## src/rtl/csr_ctrl.sv

```systemverilog
// csr_ctrl: arbitrated read-modify-write front end for a single-port CSR file.
// Each accepted request walks IDLE -> READ -> WRITE -> RESP with one request in flight.
// Optional feature: define CSR_CTRL_DBG_EN to arbitrate the debug requester
// round-robin against the core; otherwise the dbg_* inputs are ignored.
module csr_ctrl #(
  parameter int DATA_W = 32
) (
  input  logic              clock,
  input  logic              reset,
  input  logic              core_req_valid,
  output logic              core_req_ready,
  input  logic [1:0]        core_op,
  input  logic [11:0]       core_addr,
  input  logic [DATA_W-1:0] core_wdata,
  input  logic              dbg_req_valid,
  output logic              dbg_req_ready,
  input  logic [1:0]        dbg_op,
  input  logic [11:0]       dbg_addr,
  input  logic [DATA_W-1:0] dbg_wdata,
  output logic              rsp_valid,
  input  logic              rsp_ready,
  output logic [DATA_W-1:0] rsp_rdata,
  output logic              rsp_err,
  output logic              rsp_src,
  output logic              csr_wen,
  output logic [11:0]       csr_addr,
  output logic [DATA_W-1:0] csr_wdata,
  input  logic [DATA_W-1:0] csr_rdata
);

  localparam logic [1:0] OP_READ = 2'b00;
  localparam logic [1:0] OP_RW   = 2'b01;
  localparam logic [1:0] OP_RS   = 2'b10;
  localparam logic [1:0] OP_RC   = 2'b11;

  typedef enum logic [1:0] {S_IDLE, S_READ, S_WRITE, S_RESP} state_t;

  state_t            state;
  state_t            state_next;
  logic [1:0]        op_q;
  logic [11:0]       addr_q;
  logic [DATA_W-1:0] wdata_q;
  logic [DATA_W-1:0] old_q;
  logic              src_q;
  logic              grant_dbg;
  logic              accept;
  logic [1:0]        sel_op;
  logic [11:0]       sel_addr;
  logic [DATA_W-1:0] sel_wdata;
  logic              suppress;
  logic              read_only;
  logic [DATA_W-1:0] new_val;

`ifdef CSR_CTRL_DBG_EN
  logic prefer_dbg;

  // A lone valid requester wins; on a tie the side not served last wins
  always_comb begin
    grant_dbg = prefer_dbg;
    if (core_req_valid && !dbg_req_valid) begin
      grant_dbg = 1'b0;
    end else if (dbg_req_valid && !core_req_valid) begin
      grant_dbg = 1'b1;
    end
  end

  // Round-robin pointer: after serving one side, the other side is preferred
  always_ff @(posedge clock or posedge reset) begin
    if (reset) begin
      prefer_dbg <= 1'b0;
    end else if (accept) begin
      prefer_dbg <= ~grant_dbg;
    end
  end

  assign accept    = (state == S_IDLE) && (grant_dbg ? dbg_req_valid : core_req_valid);
  assign sel_op    = grant_dbg ? dbg_op    : core_op;
  assign sel_addr  = grant_dbg ? dbg_addr  : core_addr;
  assign sel_wdata = grant_dbg ? dbg_wdata : core_wdata;
`else
  logic unused_dbg;

  assign unused_dbg = ^{dbg_req_valid, dbg_op, dbg_addr, dbg_wdata};
  assign grant_dbg  = 1'b0;
  assign accept     = (state == S_IDLE) && core_req_valid;
  assign sel_op     = core_op;
  assign sel_addr   = core_addr;
  assign sel_wdata  = core_wdata;
`endif

  // Latch the granted request, then capture the old CSR value during READ
  always_ff @(posedge clock or posedge reset) begin
    if (reset) begin
      op_q    <= OP_READ;
      addr_q  <= '0;
      wdata_q <= '0;
      src_q   <= 1'b0;
      old_q   <= '0;
    end else begin
      if (accept) begin
        op_q    <= sel_op;
        addr_q  <= sel_addr;
        wdata_q <= sel_wdata;
        src_q   <= grant_dbg;
      end
      if (state == S_READ) begin
        old_q <= csr_rdata;
      end
    end
  end

  // New value from the old value and operand; reads and zero-mask set/clear never write
  always_comb begin
    suppress  = (op_q == OP_READ) || (((op_q == OP_RS) || (op_q == OP_RC)) && (wdata_q == '0));
    read_only = (addr_q[11:10] == 2'b11);
    new_val   = old_q;
    case (op_q)
      OP_RW:   new_val = wdata_q;
      OP_RS:   new_val = old_q | wdata_q;
      OP_RC:   new_val = old_q & ~wdata_q;
      default: new_val = old_q;
    endcase
  end

  // State register; reset aborts any request in flight
  always_ff @(posedge clock or posedge reset) begin
    if (reset) begin
      state <= S_IDLE;
    end else begin
      state <= state_next;
    end
  end

  // Next state and all outputs, zero unless the current state drives them
  always_comb begin
    state_next     = state;
    core_req_ready = 1'b0;
    dbg_req_ready  = 1'b0;
    csr_wen        = 1'b0;
    csr_addr       = '0;
    csr_wdata      = '0;
    rsp_valid      = 1'b0;
    rsp_rdata      = '0;
    rsp_err        = 1'b0;
    rsp_src        = 1'b0;
    case (state)
      S_IDLE: begin
        core_req_ready = !grant_dbg;
        dbg_req_ready  = grant_dbg;
        if (accept) begin
          state_next = S_READ;
        end
      end
      S_READ: begin
        csr_addr   = addr_q;
        state_next = S_WRITE;
      end
      S_WRITE: begin
        csr_addr = addr_q;
        if (!suppress && !read_only) begin
          csr_wen   = 1'b1;
          csr_wdata = new_val;
        end
        state_next = S_RESP;
      end
      S_RESP: begin
        rsp_valid = 1'b1;
        rsp_rdata = old_q;
        rsp_err   = !suppress && read_only;
        rsp_src   = src_q;
        if (rsp_ready) begin
          state_next = S_IDLE;
        end
      end
      default: state_next = S_IDLE;
    endcase
  end

endmodule

```

## config.mk

```make
export PLATFORM = sky130hd
export DESIGN_NAME = csr_ctrl
export DESIGN_NICKNAME = d
export VERILOG_FILES = /design/src/rtl/csr_ctrl.sv
export SDC_FILE = /design/constraint.sdc
export NUM_CORES = 1
export LEC_CHECK = 0
export CORE_UTILIZATION = 60
export CTS_BUF_LIST = sky130_fd_sc_hd__clkbuf_2 sky130_fd_sc_hd__clkbuf_4 sky130_fd_sc_hd__clkbuf_8
export DETAILED_ROUTE_END_ITERATION = 16
export DONT_BUFFER_PORTS = 1
export HOLD_SLACK_MARGIN = 0.05
export PLACE_DENSITY_LB_ADDON = 0.15
export SYNTH_ARGS = -nofsm -noshare
export SYNTH_HDL_FRONTEND = slang
export SYNTH_SLANG_ARGS = --single-unit
```

## constraint.sdc

```tcl
create_clock -name clock -period 8.1 [get_ports clock]
set_clock_uncertainty 0.15 [all_clocks]
set_input_delay 1.62 -clock clock [delete_from_list [all_inputs] [get_ports clock]]
set_output_delay 1.62 -clock clock [all_outputs]
set_load 0.02 [all_outputs]
```

==> run metrics, run 1 <==
I/O pins 211; hold buffers post-CTS 0; yosys warns 0; DRT iter0 DRCs 81; slowest CP cell dfrtp_1; routed vias/inst 5.85; EDFF count, synth 0; cell-by-cell listing of the critical path o21ai_0 > a21oi_4 > o211ai_1 > nor2_1; Multi-input gate area 0.00214 sq mm; hpwl dp 6.07 mm; # diodes 0; DRC errors left 0; final net count 511; maxcap violations 0; status completed; FILL cells 570; drt pass-1 iters 4; clk slew on worst S/H paths 0.09 ns; LEAKAGE 1.90 nW; setup ws final 3.17 ns; most frequent cell after synthesis dfrtp_1; Post-Place Worst Slack 3.50 ns; post-route ant nets 0; RSZ-0062 raised after global routing false; Yosys reg bits 80; WS Path Type register to output pin; Final Hold Vio Count 0; GPL Wtd Cong 0.738; P&R area growth vs syn 6.27%; Synth top area share 46.6%; Register Area 0.00200 sq mm; CP Launch Type register; count of cell types in the netlist 25; Seq/Total Area, Yosys 46.6%; Post-Syn Area 0.00429 sq mm; Final Max Tran Viols 0; Port Buffers 0; Overflow after GRT 0; clock buffer depth 2; via count 2804; Die X 86.6 um; share of cells above drive strength 1 27.2%; Mean Syn Cell Area 11.0 sq um; TritonCTS clock tree built; Critical Path AT 3.16 ns; routed len/inst 18.7 um; initial antenna violation count 0; dominant cell type by area after synthesis dfrtp_1; Final min period 4.93 ns; H-tree levels 3; Critical Path RT 6.33 ns; period utilization 60.8%; CP bufs+invs 0; TritonCTS Buffers 9; global-route wire length before repair 13.9 mm; Std-Cell Rows 30; root buf cell clkbuf_8; Worst Tran Pin Value 1.16 ns; critical-path maximum fanout 35; Setup Fix Bufs, Post-CTS 0; fmax 0.203 GHz; Setup TNS 0 ns; starting density of the core 62.5%; largest net degree at the start of global routing 81; Power per Cell Area 492 mW/mm^2; Area contributors post-synth dfrtp_1 (47%), mux2_2 (20%), xnor2_1 (6.5%), and2_1 (6.4%), o211ai_1 (5.6%); die height 86.6 um; Hold WC Path Type register to register; VDD IR max 0.000276 V; Slew HR 22.7%; Core Region 0.00687 sq mm; post_cts resized 0; asr flop ratio synth 100%; Syn Inst Count 390; clock insertion delay at the later pin of the skew report 0.34 ns; overall routing resource usage 24.5%; most frequent cells after synthesis dfrtp_1 (80), mux2_2 (78), and2_1 (44); most common flop cell mapped by yosys dfrtp_1; final wirelength 8.98 mm; critical path's largest stage delay 1.11 ns; clk sinks 80; CP delay by family, top compound AO/OA/AOI/OAI gates; final setup fails 0; Worst setup EP type output pin; vias in the first global route 2731; full die area 0.00750 sq mm
-- sequential cells by signal, indices dropped and copies added (netlist names) --
register and flops:
state 2, addr_q 12, old_q 32, op_q 2, wdata_q 32
-- area by class of cell --
cell class                      count  area share, %
Multi-Input combinational cell    279           46.9
Sequential cell                    80           43.9
Clock buffer                       10           3.02
Tap cell                           96           2.63
Clock inverter                      6           2.52
Timing Repair Buffer                4          0.658
Inverter                            4          0.357
-- where the power goes --
| part | internal [mW] | switching, mW | total, mW | leakage, nW |
|---|---|---|---|---|
| clock | 0.215 | 0.148 | 0.363 | 0.123 |
| combinational | 0.462 | 0.561 | 1.02 | 0.835 |
| sequential | 0.607 | 0.252 | 0.858 | 0.942 |
-- layer usage --
| metal | global-route usage [%] | part of all wire (%) |
|---|---|---|
| met4 | 9.70 | 1.8 |
| met2 | 40.8 | 50 |
| met5 | 0 | 0 |
| met1 | 30.7 | 42 |
| met3 | 6.38 | 6.2 |
-- per-stage QoR --
step	power [mW]	cell area [sq um]	util, %	hold WS (ns)	cells
floorplan	1.72	4300	-	0.321	391
global placement	1.86	4310	62.7	0.329	463
detailed placement	1.90	4310	62.7	0.335	463
CTS	2.26	4560	66.4	0.356	479
global route	2.39	4560	66.4	0.364	479
finish	2.24	4560	66.4	0.354	479
-- layout by cell type (no fill, tap or decap), types with 2 or more instances in the layout --
cell,n
nand2_1,33
xnor2_1,32
buf_4,4
dfrtp_1,79
mux2_2,78
nand4_1,2
inv_1,3
o21ai_0,2
nor2_1,34
o211ai_1,32
ha_1,4
and2_1,44
nor4_1,6
clkbuf_8,10
nor2b_1,2
conb_1,2
bufinv_16,3
-- path summary, 6_finish.rpt --
path	slack, ns	cells after the start	end	startpoint
setup / recovery	3.17	4	csr_wdata[30]	op_q[0]
hold / removal	0.35	1	addr_q[1]	addr_q[1]
setup reg to reg	5.64	4	wdata_q[8]	state[0]
hold reg to reg	0.35	1	addr_q[1]	addr_q[1]
max in group asynchronous	5.77	2	op_q[1]	reset
min in group asynchronous	1.31	2	old_q[19]	reset
-- logic make-up after synthesis --
logic type / synth area share (%)
AOI/OAI and AO/OA: 6.50
and+or+nand+nor: 14.7
adders and majority gates: 1.17
other: 0.0874
DFF: 46.6
xor gates and xnor gates: 6.53
muxes: 20.5
buffers and inverters: 3.93
Note: power is estimated with default switching activity, not from simulation.
==> run 2, diff against run 1 <==
clock period = 4.6 ns   (was 8.1 ns; I/O delays follow)
==> run metrics, run 2 (synthesis gave the netlist of run 1 again) <==
Hold WC Path Type register to register; setup ws final 0.831 ns (-2.34 ns); hold depth 1 (unchanged); most frequent cells in the layout dfrtp_1 (79), mux2_2 (78), and2_1 (44), nor2_1 (34), nand2_1 (33); largest net degree at the start of global routing 56 (-31%); Tot Pwr 3.77 mW (+68%); fmax 0.265 GHz; post-route ant nets 0 (unchanged); I/O pins 211 (unchanged); vias in the first global route 2744 (+0.48%); die height 86.6 um (unchanged); top flop regs old_q x32, wdata_q x32, addr_q x12; initial antenna violation count 0 (unchanged); clock insertion delay at the later pin of the skew report 0.34 ns (about the same); clock buffer depth 2 (unchanged); Setup TNS 0 ns (unchanged); dpl cells 465 (+0.43%); slowest CP cell dfrtp_2; Multi-input gate area 0.00214 sq mm (unchanged); CP Launch Type register; full die area 0.00750 sq mm (unchanged); clk slew on worst S/H paths 0.08 ns (about the same); global-route wire length before repair 13.8 mm (-0.35%); overall routing resource usage 24.4% (-0.11 points); DRT iter0 DRCs 131 (+62%); Core Region 0.00687 sq mm (unchanged); routed vias/inst 5.77 (-1.4%); status completed; H-tree levels 3 (unchanged); GPL Wtd Cong 0.744 (+0.75%); Worst Tran Pin Value 1.10 ns (-0.0609 ns); routed len/inst 18.4 um (-1.6%); LEAKAGE 1.87 nW (-1.4%); share of cells above drive strength 1 27.5% (+0.38 points); TritonCTS clock tree built; maxcap violations 0 (unchanged); Port Buffers 0 (unchanged); WS Path Type register to output pin; hold buffers post-CTS 0 (unchanged); FILL cells 579 (+1.6%); Post-Place Worst Slack 1.15 ns (-2.35 ns); Power per Cell Area 839 mW/mm^2 (+70%); Overflow after GRT 0 (unchanged); VDD IR max 0.000509 V (+84%); drt pass-1 iters 4 (unchanged); clk sinks 80 (unchanged); critical path's largest stage delay 0.72 ns (-0.39 ns); Worst setup EP type output pin; Final Max Tran Viols 0 (unchanged); root buf cell clkbuf_8; Final Hold Vio Count 0 (unchanged); Final min period 3.77 ns; RSZ-0062 raised after global routing false; period utilization 81.9%; final setup fails 0 (unchanged); critical-path maximum fanout 20 (-43%); Die X 86.6 um (unchanged); DRC errors left 0 (unchanged); Post-Layout Cell Count 481 (+0.42%); cell-by-cell listing of the critical path nor4b_2 > nand4_1 > nor3_4 > buf_4 > nor2_1; commonest non-fill, non-tap cell in the layout dfrtp_1; starting density of the core 62.5% (unchanged); post_cts resized 0 (unchanged); Setup Fix Bufs, Post-CTS 0 (unchanged); Critical Path AT 2.70 ns (-0.46 ns); via count 2775 (-1.0%); hpwl dp 6.21 mm (+2.3%); worst-case reg-to-reg path depth 4 (unchanged); final wirelength 8.87 mm (-1.2%); final net count 513 (+0.39%); # diodes 0 (unchanged); P&R area growth vs syn 4.75%; Critical Path RT 3.53 ns (-2.80 ns); Slew HR 26.5% (+3.8 points); Register Area 0.00200 sq mm (unchanged); Std-Cell Rows 30 (unchanged); TritonCTS Buffers 9 (unchanged)
==> run 2: metrics by stage <==
step / utilization, % / cell area (sq um) / hold slack (ns)
6_report: 65.5 / 4500 / 0.352
5_1_grt: 65.5 / 4500 / 0.370
4_1_cts: 65.5 / 4500 / 0.354
3_5_place_dp: 63.0 / 4320 / 0.336
3_3_place_gp: 63.0 / 4320 / 0.330
2_1_floorplan: - / 4300 / 0.321
==> run 2: final cells by class <==
| class | instances | share of cell area (%) |
|---|---|---|
| Clock inverter | 5 | 0.751 |
| Tap cell | 96 | 2.67 |
| Timing Repair Buffer | 6 | 1.00 |
| Sequential cell | 80 | 44.5 |
| Multi-Input combinational cell | 279 | 47.6 |
| Clock buffer | 11 | 3.09 |
| Inverter | 4 | 0.362 |
==> run 2: worst paths after layout <==
path | startpoint | end | slack (ns)
worst max-delay path | op_q[1] | csr_wdata[31] | 0.83
worst min-delay path | addr_q[1] | addr_q[1] | 0.35
worst max register to register | state[1] | wdata_q[8] | 2.20
worst min register to register | addr_q[1] | addr_q[1] | 0.35
max in group asynchronous | reset | old_q[19] | 2.92
min in group asynchronous | reset | wdata_q[21] | 0.49
==> run 2: layer usage <==
| metal | wire length [um] | GRT usage, % | part of all wire, % | up-vias |
|---|---|---|---|---|
| li1 | - | - | - | 1311 |
| met1 | 3880 | 32.0 | 44 | 1352 |
| met2 | 4350 | 40.2 | 49 | 101 |
| met3 | 495 | 4.86 | 5.6 | 11 |
| met4 | 136 | 9.55 | 1.5 | 0 |
| met5 | 0 | 0 | 0 | - |
==> run 2: power by group <==
part | switching (mW) | internal, mW
clock network | 0.245 | 0.207
logic | 1.07 | 0.820
registers | 0.363 | 1.07
total | 1.67 | 2.10
==> run 2: worst max-delay path, delay by kind of cell (launching register included) <==
family | cells | cell delay, ns
buffers and inverters | 1 | 0.36
DFF | 1 | 0.72
and+or+nand+nor | 4 | 1.28
==> run 3, diff against run 2 <==
clock period = 3.8 ns   (was 4.6 ns; I/O delays follow)
==> run metrics, run 3 (synthesis gave the netlist of run 1 again) <==
status completed; Setup Fix Bufs, Post-CTS 0 (unchanged); final setup fails 0 (unchanged); Final min period 3.27 ns; cell-by-cell listing of the critical path inv_1 > ha_1 > o21ai_0 > a21oi_4 > buf_4 > o211ai_1 > nor2_1; Slew HR 26.8% (+0.27 points); fmax 0.306 GHz; starting density of the core 62.5% (unchanged); Std-Cell Rows 30 (unchanged); maxcap violations 0 (unchanged); post-route ant nets 0 (unchanged); slowest CP cell dfrtp_1; most frequent cells in the layout dfrtp_1 (79), mux2_2 (78), and2_1 (44), buf_4 (39), nor2_1 (34); DRT iter0 DRCs 142 (+8.4%); Multi-input gate area 0.00214 sq mm (unchanged); hpwl dp 6.54 mm (+5.3%); overall routing resource usage 24.8% (+0.33 points); TritonCTS clock tree built; global-route wire length before repair 14.0 mm (+1.0%); TritonCTS Buffers 9 (unchanged); Core Region 0.00687 sq mm (unchanged); FILL cells 531 (-8.3%); WS Path Type register to output pin; share of cells above drive strength 1 33.3% (+5.7 points); via count 2905 (+4.7%); CP Launch Type register; Critical Path AT 2.36 ns (-0.34 ns); Tot Pwr 4.84 mW (+28%); P&R area growth vs syn 11.2%; Port Buffers 0 (unchanged); largest net degree at the start of global routing 47 (-16%); hold buffers post-CTS 0 (unchanged); Register Area 0.00200 sq mm (unchanged); CP bufs+invs 2 (+1); Worst setup EP type output pin; routed vias/inst 5.65 (-2.0%); drt pass-1 iters 4 (unchanged); vias in the first global route 2795 (+1.9%); die height 86.6 um (unchanged); Final Hold Vio Count 0 (unchanged); Final Max Tran Viols 0 (unchanged); Overflow after GRT 0 (unchanged); GPL Wtd Cong 0.807 (+8.6%); Hold WC Path Type input pin to async pin; final net count 546 (+6.4%); root buf cell clkbuf_8; RSZ-0062 raised after global routing false; clk sinks 80 (unchanged); clk slew on worst S/H paths 0.09 ns (about the same); H-tree levels 3 (unchanged); Worst Tran Pin Value 1.09 ns (-0.00399 ns); top flop regs old_q x32, wdata_q x32, addr_q x12; # diodes 0 (unchanged); CP delay by family, top compound AO/OA/AOI/OAI gates; final wirelength 9.11 mm (+2.7%); commonest non-fill, non-tap cell in the layout dfrtp_1; LEAKAGE 2.06 nW (+10%); full die area 0.00750 sq mm (unchanged); Power per Cell Area 1010 mW/mm^2 (+21%); initial antenna violation count 0 (unchanged); Setup TNS 0 ns (unchanged); I/O pins 211 (unchanged); Die X 86.6 um (unchanged); clock buffer depth 2 (unchanged); clock insertion delay at the later pin of the skew report 0.35 ns (about the same); period utilization 86.1%; Critical Path RT 2.89 ns (-0.64 ns); critical path's largest stage delay 0.42 ns (-0.30 ns); VDD IR max 0.000696 V (+37%); post_cts resized 0 (unchanged); critical-path maximum fanout 18 (-10%); DRC errors left 0 (unchanged); routed len/inst 17.7 um (-3.9%)
## run 3: per-layer routing
layer	vias to the layer above	track usage (%)	routed length [um]
met3	15	5.33	523
met1	1412	32.0	3950
met4	0	11.2	161
met2	99	40.2	4480
met5	-	0	0
li1	1379	-	-
## run 3: worst reg2reg max path: stages, from the launching register on
cell and delay, ns:
dfrtp_1 0.40, inv_1 0.11, ha_1 0.36, nand2_2 0.69, mux2_2 0.57
## run 3: through the flow
stage / instance area (sq um) / setup slack [ns] / std cells / utilization, % / hold slack, ns
2_1_floorplan: 4300 / 0.838 / 391 / - / 0.321
6_report: 4770 / 0.528 / 514 / 69.5 / 0.167
5_1_grt: 4770 / 0.346 / 514 / 69.5 / 0.194
4_1_cts: 4770 / 0.487 / 514 / 69.5 / 0.176
3_3_place_gp: 4570 / 0.911 / 498 / 66.6 / 0.330
3_5_place_dp: 4570 / 0.894 / 498 / 66.6 / 0.335
## run 3: worst paths after layout
kind / startpoint / cells after the start / endpoint / slack (ns)
max: state[0] / 7 / csr_wdata[16] / 0.53
min: reset / 1 / wdata_q[20] / 0.17
max reg2reg: state[1] / 4 / wdata_q[4] / 1.39
min reg2reg: addr_q[1] / 1 / addr_q[1] / 0.36
max in group asynchronous: reset / 2 / op_q[1] / 2.57
min in group clock: addr_q[1] / 1 / addr_q[1] / 0.36
## run 3: final cells by class
cell class | count | share of cell area (%)
multi-input combinational | 279 | 44.8
sequential | 80 | 42.0
timing repair buffer | 39 | 6.13
clock buffer | 9 | 2.60
tap | 96 | 2.52
clock inverter | 7 | 1.63
inverter | 4 | 0.341
## run 3: where the power goes
part           switching [mW]  internal (mW)
logic                    1.35           1.14
clock network           0.325          0.312
registers               0.419           1.30
total                    2.09           2.75
